## src/rtl/logic_gate_unit.sv

```systemverilog
`default_nettype none
// ============================================================================
// Module      : logic_gate_unit
// Description : Registered bitwise logic unit with valid/ready handshakes,
//               single-beat streaming and multi-beat accumulate mode.
//               Optional macro LOGIC_UNIT_PARITY_EN adds out_parity.
// Revision    : 1.0 - initial release
// ============================================================================
module logic_gate_unit #(
    parameter int WIDTH = 8,
    parameter int CNT_W = 8
) (
    input  logic             clk,
    input  logic             rst,
    input  logic             in_valid,
    output logic             in_ready,
    input  logic [WIDTH-1:0] in_a,
    input  logic [WIDTH-1:0] in_b,
    input  logic [2:0]       in_op,
    input  logic             in_acc,
    input  logic             in_last,
    output logic             out_valid,
    input  logic             out_ready,
    output logic [WIDTH-1:0] out_data,
    output logic             out_zero,
    output logic             out_ones,
    output logic [CNT_W-1:0] out_beats
`ifdef LOGIC_UNIT_PARITY_EN
    ,
    output logic             out_parity
`endif
);

    localparam logic       c_IDLE    = 1'b0;
    localparam logic       c_ACCUM   = 1'b1;
    localparam logic [CNT_W-1:0] c_CNT_MAX = {CNT_W{1'b1}};
    localparam logic [CNT_W-1:0] c_CNT_ONE = {{(CNT_W-1){1'b0}}, 1'b1};

    logic             r_state;
    logic [WIDTH-1:0] r_acc;
    logic [CNT_W-1:0] r_count;
    logic             r_out_valid;
    logic [WIDTH-1:0] r_out_data;
    logic             r_out_zero;
    logic             r_out_ones;
    logic [CNT_W-1:0] r_out_beats;

    logic             w_accept;
    logic             w_produce;
    logic [WIDTH-1:0] w_x;
    logic [WIDTH-1:0] w_f;
    logic [CNT_W-1:0] w_cnt_inc;
    logic [CNT_W-1:0] w_beats_next;

    function automatic logic [WIDTH-1:0] f_logic(
        input logic [WIDTH-1:0] x,
        input logic [WIDTH-1:0] y,
        input logic [2:0]       op
    );
        logic [WIDTH-1:0] r;
        case (op)
            3'd0:    r = x & y;
            3'd1:    r = x | y;
            3'd2:    r = x ^ y;
            3'd3:    r = ~(x & y);
            3'd4:    r = ~(x | y);
            3'd5:    r = ~(x ^ y);
            3'd6:    r = ~x;
            default: r = x;
        endcase
        return r;
    endfunction

    assign in_ready  = (!r_out_valid || out_ready) && !rst;
    assign w_accept  = in_valid && in_ready;

    // In ACCUM the running value replaces operand A.
    assign w_x       = (r_state == c_ACCUM) ? r_acc : in_a;
    assign w_f       = f_logic(w_x, in_b, in_op);
    assign w_cnt_inc = (r_count == c_CNT_MAX) ? r_count : r_count + c_CNT_ONE;

    assign w_produce    = w_accept && ((r_state == c_IDLE) ? (!in_acc || in_last) : in_last);
    assign w_beats_next = (r_state == c_IDLE) ? c_CNT_ONE : w_cnt_inc;

    always_ff @(posedge clk or posedge rst) begin
        if (rst) begin
            r_state <= c_IDLE;
            r_acc   <= '0;
            r_count <= '0;
        end else if (w_accept) begin
            case (r_state)
                c_IDLE: begin
                    if (in_acc && !in_last) begin
                        r_acc   <= w_f;
                        r_count <= c_CNT_ONE;
                        r_state <= c_ACCUM;
                    end
                end
                default: begin
                    if (in_last) begin
                        r_acc   <= '0;
                        r_count <= '0;
                        r_state <= c_IDLE;
                    end else begin
                        r_acc   <= w_f;
                        r_count <= w_cnt_inc;
                    end
                end
            endcase
        end
    end

    always_ff @(posedge clk or posedge rst) begin
        if (rst) begin
            r_out_valid <= 1'b0;
            r_out_data  <= '0;
            r_out_zero  <= 1'b0;
            r_out_ones  <= 1'b0;
            r_out_beats <= '0;
        end else if (w_produce) begin
            r_out_valid <= 1'b1;
            r_out_data  <= w_f;
            r_out_zero  <= (w_f == '0);
            r_out_ones  <= &w_f;
            r_out_beats <= w_beats_next;
        end else if (r_out_valid && out_ready) begin
            r_out_valid <= 1'b0;
        end
    end

`ifdef LOGIC_UNIT_PARITY_EN
    logic r_out_parity;

    always_ff @(posedge clk or posedge rst) begin
        if (rst) begin
            r_out_parity <= 1'b0;
        end else if (w_produce) begin
            r_out_parity <= ^w_f;
        end
    end

    assign out_parity = r_out_parity;
`endif

    assign out_valid = r_out_valid;
    assign out_data  = r_out_data;
    assign out_zero  = r_out_zero;
    assign out_ones  = r_out_ones;
    assign out_beats = r_out_beats;

endmodule
`default_nettype wire
```

## config.mk

```make
export PLATFORM = sky130hd
export DESIGN_NAME = logic_gate_unit
export DESIGN_NICKNAME = d
export VERILOG_FILES = /design/src/rtl/logic_gate_unit.sv
export SDC_FILE = /design/constraint.sdc
export NUM_CORES = 1
export LEC_CHECK = 0
export BUFFER_PORTS_ARGS = -buffer_cell sky130_fd_sc_hd__buf_2
export CAP_MARGIN = 15
export CORE_UTILIZATION = 45
export CTS_BUF_LIST = sky130_fd_sc_hd__clkbuf_8
export DETAILED_ROUTE_END_ITERATION = 6
export PLACE_DENSITY = 0.71
export SYNTH_ARGS = -nofsm -noshare
export SYNTH_HDL_FRONTEND = slang
export SYNTH_SLANG_ARGS = --single-unit
export TNS_END_PERCENT = 5
```

## constraint.sdc

```tcl
create_clock -name clk -period 2.05 [get_ports clk]
set_input_delay 0.41 -clock clk [delete_from_list [all_inputs] [get_ports clk]]
set_output_delay 0.41 -clock clk [all_outputs]
set_load 0.005 [all_outputs]
```

==> metrics.txt, run 1 <==
status=finished with violations; failing checks=negative setup slack; first-pass GRT wire length=10100 µm; crit path max fanout=4; die area=6410 µm²; R2R cell count=11; minimum clock period=2.27 ns; Starting Density=46.6%; DR iter-0 viols=139; Worst Setup Start Kind=register; Longest Clk Path Bufs=2; Worst Setup Path Type=register to register; critical-path cell list=buf_6 > buf_4 > mux2_4 > inv_2 > ha_4 > mux2i_1 > o22ai_1 > o22ai_2 > nor3b_2 > nand3_1 > o21ai_2; Boundary Pins=45; Synth top area share=32.9%; Max Slew Vio Count=0; layout cell share with drive strength beyond 1=35.9%; port bufs=44; ANT nets after route=0; Synth Flop Type=dfrtp_1; RSZ-0062 raised after global routing=yes; Top delay family on crit path=multiplexers; final net count=415; Async S/R FF share, synth=100%; Critical Path RT=2.27 ns; footprint of the multi-input gates=1760 µm²; synthesized area per cell=9.04 µm²; core region area=5890 µm²; Mapped Area=2740 µm²; Setup TNS Final=-1.17 ns; commonest cells in the synthesized netlist=36 x dfrtp_1, 35 x nand2_1, 27 x o21ai_0; Hold Buf Count CTS=0; Die Y=80.0 µm; largest net degree at the start of global routing=37; vias in the first global route=2178; VDD IR max=0.342 mV; CP max-delay cell=dfrtp_2; width of the chip=80.0 µm; register area=902 µm²; Post-Synthesis Cells=303; flops & latches, synth=36; cts bufs inserted=5; max cap viols=0; synth warn=0; setup skew after layout=0.00589 ns; Via density=5.29; Detailed Route WL=6080 µm; post-synth top area cell=dfrtp_1; fin crit share=111%; Finished Layout Cells=448; GRT Total Usage=20.2%; global route overflow=0; clk sinks=36; HPWL after DPL=4600 µm; sequential fraction of the synthesis area=32.9%; final-report hold violation count=0; synthesis-to-finish area growth=25.0%; Hold Crit Class=input pin to asynchronous set/reset pin; Clk Latency, worst-skew pair=0.28 ns; Buf+Inv Stages, Crit Path=3; mean routed wirelength per cell=13.6 µm; Fillers=524; CTS H-tree depth=2; Hold WS=0.274 ns; CTS tree=done; fmax=441 MHz; RePlAce Congestion=0.847; Clk pin slew, worst setup/hold paths=0.07 ns; cell depth of the worst setup path=11; P_leak=0.00168 µW; # setup viols final=12; Rows=28; worst rel slew slack=70.3%; Post-synth EDFFs=0; top post-synthesis cells by area=dfrtp_1 33%, ha_1 7.8%, o21ai_0 4.9%; via count=2372; Setup crit end kind=register; syn nets=345; count leader, synth=dfrtp_1; DRC=0; Cell Pwr Density=650 nW/µm²; Worst EP arrival=2.48 ns; max incr delay on CP=0.44 ns; antenna cells=0; Slew @ Worst Pin=0.446 ns; Final WS setup=-0.217 ns; Root Driver=clkbuf_8; antenna violations before repair=0; Post-Place Cells=436; synth unique cells=54; drt pass-1 iters=4
-- registers in the layout (all words and copies together), names as in the netlist --
signal,flops
out_valid,1
r_acc,8
r_count,8
out_zero,1
out_data,8
out_ones,1
out_beats,8
r_state,1
-- cells in the final DEF (no fill, tap or decap), types with 6 or more instances in the layout --
master and instances:
inv_1 23, dfrtp_1 35, mux2i_1 11, buf_4 36, ha_1 12, nor2_1 19, nor3_1 6, nor2b_1 16
buf_2 44, a21oi_1 9, nand2_1 35, nand3_1 7, o21ai_0 24
-- routing by layer --
layer	global-route usage, %	part of all wire (%)	up-vias
li1	-	-	1204
met1	28.6	48	1111
met5	0	0	-
met2	31.4	47	44
met3	3.20	3.5	13
met4	5.89	1.7	0
-- final timing paths --
check | start | slack [ns] | end
max in group asynchronous | rst | 1.44 | r_state$_DFFE_PP0P_
min in group clk | out_beats[3]$_DFFE_PP0P_ | 0.47 | out_beats[3]$_DFFE_PP0P_
worst max register to register | r_state$_DFFE_PP0P_ | -0.22 | out_zero$_DFFE_PP0P_
worst min-delay path | rst | 0.27 | out_data[2]$_DFFE_PP0P_
worst max-delay path | r_state$_DFFE_PP0P_ | -0.22 | out_zero$_DFFE_PP0P_
worst min register to register | out_beats[3]$_DFFE_PP0P_ | 0.47 | out_beats[3]$_DFFE_PP0P_
-- metrics by stage --
step / setup slack (ns) / instance area (µm²) / util (%) / total power [µW]
floorplan: -0.112 / 2750 / - / 1410
CTS: -0.200 / 3290 / 56.0 / 2170
detailed placement: -0.223 / 3180 / 54.1 / 1690
finish: -0.217 / 3430 / 58.2 / 2230
global route: -0.316 / 3430 / 58.2 / 2400
global placement: -0.156 / 3180 / 54.1 / 1660
-- worst reg2reg max path: stages (launching register included) --
cell and delay [ns]:
dfrtp_2 0.44, buf_6 0.15, buf_4 0.13, mux2_4 0.32
inv_2 0.08, ha_4 0.20, mux2i_1 0.13, o22ai_1 0.11
o22ai_2 0.20, nor3b_2 0.21, nand3_1 0.11, o21ai_2 0.12
-- power breakdown --
part / switching (µW) / internal (µW) / total (µW)
logic: 428 / 449 / 877
registers: 78.3 / 815 / 893
clock network: 232 / 226 / 458
-- final cells by class --
class | instances | area share (%)
multi-input cells | 224 | 51.3
clock inverters | 2 | 0.256
well taps | 75 | 2.74
flip-flops and latches | 36 | 26.3
inverters | 25 | 2.74
clock buffers | 5 | 2.01
repair buffers | 81 | 14.6
-- cell families after synthesis --
| family | after synthesis | share of synthesized area (%) |
|---|---|---|
| AND/OR/NAND/NOR | 104 | 20.4 |
| AO/OA/AOI/OAI | 74 | 18.7 |
| buffers and inverters | 43 | 7.85 |
| flip-flops | 36 | 32.9 |
| multiplexers | 24 | 10.9 |
| adder cells (fa/ha/maj) | 17 | 7.76 |
| XOR/XNOR | 5 | 1.60 |
-- what timing repair did --
action                                  CTS  global route
setup buffers                             0             5
gates resized for setup                   7            23
pin swaps                                 1             6
endpoints found under the setup margin   14            18
Power figures use the tool's default switching activity.
==> run 2: changes to the inputs <==
SKIP_LAST_GASP = 1   (was unset)
==> run 2 against run 1 <==
Net effect: the run still ends with negative setup slack left; die area is the same; largest cell class unchanged; worst hold slack is essentially flat; global-route usage shrank 0.12 points; routed wire length shrank 1.4%; critical path type unchanged; non-clock buffer count shrank 1; highest routed layer unchanged; total power shrank 2.2%; core utilization shrank 1.3 points.
==> metrics.txt, run 2 (synthesized netlist as in run 1, its figures left out) <==
status=finished with violations; failing checks=negative setup slack; synthesis-to-finish area growth=22.1%; DR iter-0 viols=163 (+17%); Critical Path RT=2.28 ns (about the same); final-report hold violation count=0 (unchanged); CTS H-tree depth=2 (unchanged); Slew @ Worst Pin=0.446 ns (+0.000399 ns); clk sinks=36 (unchanged); Setup TNS Final=-1.33 ns (-0.159 ns); Clk Latency, worst-skew pair=0.28 ns (about the same); minimum clock period=2.27 ns (+0.00664 ns); setup skew after layout=0.00599 ns (+0.000103 ns); CTS tree=done; Worst Setup Start Kind=register; Root Driver=clkbuf_8; Worst EP arrival=2.50 ns (+0.02 ns); Clk pin slew, worst setup/hold paths=0.07 ns (about the same); Rows=28 (unchanged); Layout Utilization=56.9% (-1.3 points); max cap viols=0 (unchanged); crit path max fanout=4 (unchanged); Die Y=80.0 µm (unchanged); commonest cells after routing, fill and taps aside=44 x buf_2, 35 x nand2_1, 35 x dfrtp_1, 35 x buf_4, 27 x o21ai_0; Finished Layout Cells=447 (-0.22%); Hold Crit Class=input pin to asynchronous set/reset pin; RSZ-0062 raised after global routing=yes; Worst Setup Path Type=register to register; Hold Buf Count CTS=0 (unchanged); antenna violations before repair=0 (unchanged); ANT nets after route=0 (unchanged); antenna cells=0 (unchanged); DRC=0 (unchanged); Setup crit end kind=register; Starting Density=46.6% (unchanged); fin crit share=111% (+0.32 points); worst rel slew slack=70.3% (about the same); Cell Pwr Density=651 nW/µm² (+0.11%); fmax=440 MHz (-0.29%); largest net degree at the start of global routing=37 (unchanged); global route overflow=0 (unchanged); Post-Place Cells=436 (unchanged); P_leak=0.00167 µW (-0.85%); vias in the first global route=2173 (-0.23%); RePlAce Congestion=0.847 (unchanged); die area=6410 µm² (unchanged); final net count=414 (-0.24%); first-pass GRT wire length=10000 µm (-0.63%); dpl ws=-0.223 ns (unchanged); Detailed Route WL=6000 µm (-1.4%); via count=2337 (-1.5%); core region area=5890 µm² (unchanged); mean routed wirelength per cell=13.4 µm (-1.2%); # setup viols final=15 (+3); width of the chip=80.0 µm (unchanged); drt pass-1 iters=4 (unchanged); most common cell after layout, fill and taps aside=buf_2; HPWL after DPL=4600 µm (unchanged); VDD IR max=0.340 mV (-0.65%); Via density=5.23 (-1.3%); Boundary Pins=45 (unchanged); Longest Clk Path Bufs=2 (unchanged); Fillers=536 (+2.3%); Max Slew Vio Count=0 (unchanged); R2R cell count=9 (-2); port bufs=44 (unchanged); cts bufs inserted=5 (unchanged); GRT Total Usage=20.0% (-0.12 points); Final Power=2180 µW (-2.2%); layout cell share with drive strength beyond 1=33.1% (-2.9 points); Final WS setup=-0.224 ns (-0.00664 ns)
## run 2: cell types whose count changed in the layout (fill, tap and decap cells not counted), moves of 2 or more
cell	delta
ha_1	+3
ha_4	-3
inv_1	+2
inv_2	-2
o21ai_0	+3
o21ai_2	-3
## run 2: what timing repair did
action / CTS / global route
buffers inserted: 0 / 4
endpoints found under the setup margin: 14 / 18
resized for setup: 3 / 10
endpoints found under the hold margin: 0 / 0
pin swaps: 0 / 6
## run 2: worst max-delay path: stages (launching register included)
cell and delay [ns]:
dfrtp_2 0.44, buf_6 0.14, buf_4 0.13, mux2_4 0.31, ha_1 0.20, mux2_2 0.27
o221ai_2 0.17, o22ai_2 0.15, nor4_2 0.23, a32o_1 0.18
## run 2: area by class of cell
type,instances,area [µm²],share of cell area [%]
inverter,25,93.8,2.80
clock inverter,2,8.76,0.262
clock buffer,5,68.8,2.06
tap,75,93.8,2.80
timing repair buffer,80,494,14.8
multi-input combinational,224,1690,50.4
sequential,36,902,27.0
## run 2: final timing paths
path | start | endpoint | slack [ns]
worst max register to register | r_state$_DFFE_PP0P_ | out_ones$_DFFE_PP0P_ | -0.22
worst max-delay path | r_state$_DFFE_PP0P_ | out_ones$_DFFE_PP0P_ | -0.22
worst min register to register | out_beats[3]$_DFFE_PP0P_ | out_beats[3]$_DFFE_PP0P_ | 0.47
max in group asynchronous | rst | r_state$_DFFE_PP0P_ | 1.44
worst min-delay path | rst | out_data[2]$_DFFE_PP0P_ | 0.27
min in group clk | out_beats[3]$_DFFE_PP0P_ | out_beats[3]$_DFFE_PP0P_ | 0.47
## run 2: metrics by stage
step                area [µm²]  hold WS [ns]
CTS                       3270         0.291
floorplan                 2750         0.444
global route              3350         0.312
global placement          3180         0.458
finish                    3350         0.275
detailed placement        3180         0.467
## run 2: metal layers
metal	track usage, %	wire length, µm
met1	28.4	2850
met2	31.1	2810
met3	3.31	246
met4	5.89	89
met5	0	0
## run 2: power breakdown
part | switching, µW | internal [µW]
Combinational | 405 | 425
Clock | 233 | 226
Sequential | 76.0 | 815
Total | 714 | 1470
==> run 3: changes to the inputs <==
PLACE_DENSITY = 0.68   (was 0.71)
clock period = 2.44 ns   (was 2.05 ns; I/O delays follow)
==> run 3 against run 2 <==
Net effect: the flow now finishes without violations; non-clock buffer count shrank 23; register-to-register slack improved by 0.42 ns; sequential power shrank 16%; cell area decreased by 4.9%; combinational power is 24% lower; routed wire length down 1.2%; clock skew increased by 0.0017 ns; cell count fell by 4.9%; maximum frequency grew 1.4%; global-route usage is 0.12 points higher; die area is the same; critical path type unchanged.
==> metrics.txt, run 3 (synthesized netlist as in run 1, its figures left out) <==
CTS H-tree depth=2 (unchanged); clk sinks=36 (unchanged); cts bufs inserted=5 (unchanged); antenna violations before repair=0 (unchanged); Slew @ Worst Pin=0.797 ns (+0.351 ns); Final WS setup=0.197 ns (+0.420 ns); width of the chip=80.0 µm (unchanged); DRC=0 (unchanged); die area=6410 µm² (unchanged); Setup crit end kind=register; global route overflow=0 (unchanged); Pint=1290 µW (-12%); worst rel slew slack=46.5% (-24 points); Layout Utilization=54.1% (-2.8 points); R2R cell count=10 (+1); max cap viols=0 (unchanged); Longest Clk Path Bufs=2 (unchanged); port bufs=44 (unchanged); VDD IR max=0.383 mV (+13%); Cell Pwr Density=599 nW/µm² (-8.1%); final-report hold violation count=0 (unchanged); Gate power share=32.9% (-5.2 points); Root Driver=clkbuf_8; Fillers=553 (+3.2%); Clk Latency, worst-skew pair=0.30 ns (+0.02 ns); Hold Buf Count CTS=0 (unchanged); Starting Density=46.6% (unchanged); vias in the first global route=2123 (-2.3%); minimum clock period=2.24 ns (-0.0304 ns); Worst setup startpoint=r_state$_DFFE_PP0P_; Sequential Power Share=39.1% (-1.8 points); final net count=391 (-5.6%); commonest cells after routing, fill and taps aside=44 x buf_2, 36 x dfrtp_1, 35 x nand2_1, 27 x o21ai_0, 25 x inv_1; Post-Place Cells=414 (-5.0%); dpl ws=0.127 ns (+0.350 ns); # setup viols final=0 (-15); Clock Power Share=28.0% (+7.0 points); Max Slew Vio Count=0 (unchanged); switching power total=619 µW (-13%); crit path max fanout=12 (+8); fmax=446 MHz (+1.4%); GRT Total Usage=20.1% (+0.12 points); ANT nets after route=0 (unchanged); Worst Setup Path Type=register to register; Clk pin slew, worst setup/hold paths=0.08 ns (about the same); HPWL after DPL=4480 µm (-2.7%); synthesis-to-finish area growth=16.2%; status=finished clean; Worst EP arrival=2.43 ns (-0.07 ns); DR iter-0 viols=121 (-26%); Die Y=80.0 µm (unchanged); largest net degree at the start of global routing=30 (-19%); RSZ-0062 raised after global routing=no; worst setup path end=out_ones$_DFFE_PP0P_; layout cell share with drive strength beyond 1=26.3% (-6.8 points); most common cell after layout, fill and taps aside=buf_2; mean routed wirelength per cell=13.9 µm (+3.9%); Boundary Pins=45 (unchanged); Finished Layout Cells=425 (-4.9%); Via density=5.33 (+2.0%); R2R Path Start=r_state$_DFFE_PP0P_; antenna cells=0 (unchanged); first-pass GRT wire length=9880 µm (-1.3%); core region area=5890 µm² (unchanged); Detailed Route WL=5930 µm (-1.2%); FF-to-FF End=out_ones$_DFFE_PP0P_; Sw Ratio=32.5% (-0.26 points); via count=2267 (-3.0%); Critical Path RT=2.63 ns (+0.35 ns); drt pass-1 iters=4 (unchanged); Rows=28 (unchanged); R2R setup slack=0.20 ns (+0.42 ns); P_leak=0.00157 µW (-6.1%); setup skew after layout=0.00765 ns (+0.00165 ns); Setup TNS Final=0 ns (+1.33 ns); Hold Crit Class=input pin to asynchronous set/reset pin; Worst Setup Start Kind=register; RePlAce Congestion=0.822 (-3.0%); CTS tree=done; fin crit share=91.9% (-19 points)
## run 3: how the worst min path moves through the flow
| stage | slack (ns) | endpoint | depth (start not counted) | start |
|---|---|---|---|---|
| 3_5_place_dp | 0.47 | out_beats[3]$_DFFE_PP0P_ | 2 | out_beats[3]$_DFFE_PP0P_ |
| 3_3_place_gp | 0.46 | out_data[5]$_DFFE_PP0P_ | 2 | out_data[5]$_DFFE_PP0P_ |
| 4_1_cts | 0.18 | out_data[0]$_DFFE_PP0P_ | 2 | rst |
| 6_report | 0.18 | out_data[2]$_DFFE_PP0P_ | 2 | rst |
| 2_1_floorplan | 0.44 | r_acc[1]$_DFFE_PP0P_ | 2 | r_acc[1]$_DFFE_PP0P_ |
| 5_1_grt | 0.19 | r_acc[3]$_DFFE_PP0P_ | 2 | rst |
## run 3: critical path, cell delays in order (launching register included)
cell	delay (ns)
dfrtp_1	0.37
buf_12	0.18
mux2i_4	0.28
inv_1	0.07
ha_1	0.19
mux2i_1	0.14
o32ai_1	0.11
a211o_1	0.26
a22oi_2	0.22
nor2_1	0.08
a32o_1	0.24
## run 3: power groups by stage
| stage | clock network, µW | logic (µW) | registers (µW) |
|---|---|---|---|
| after floorplan | 0 | 431 | 747 |
| after global placement | 0 | 583 | 751 |
| after detailed placement | 0 | 603 | 754 |
| after CTS | 544 | 604 | 742 |
| after global routing | 576 | 702 | 758 |
| final | 533 | 627 | 745 |
## run 3: layer usage
metal / up-vias / global-route usage [%] / part of all wire, %
li1: 1152 / - / -
met1: 1060 / 27.5 / 48
met2: 49 / 30.9 / 46
met3: 6 / 5.14 / 5.1
met4: 0 / 6.61 / 1.3
met5: - / 0 / 0
## run 3: layout make-up
cell class | instances | area [µm²] | area share (%)
clock buffer | 5 | 68.8 | 2.16
clock inverter | 3 | 42.5 | 1.34
inverter | 25 | 93.8 | 2.95
multi-input combinational | 224 | 1650 | 51.9
sequential | 36 | 901 | 28.3
tap | 75 | 93.8 | 2.95
timing repair buffer | 57 | 330 | 10.4
## run 3: through the flow
| step | hold WS, ns | power, µW | area [µm²] |
|---|---|---|---|
| global route | 0.192 | 2040 | 3180 |
| global placement | 0.459 | 1330 | 3020 |
| finish | 0.176 | 1910 | 3180 |
| floorplan | 0.444 | 1180 | 2740 |
| CTS | 0.182 | 1890 | 3130 |
| detailed placement | 0.466 | 1360 | 3020 |
## run 3: repair_timing
| item | CTS | global route |
|---|---|---|
| endpoints found under the setup margin | 0 | 2 |
| gates resized for setup | 0 | 4 |
| buffers inserted | 0 | 3 |
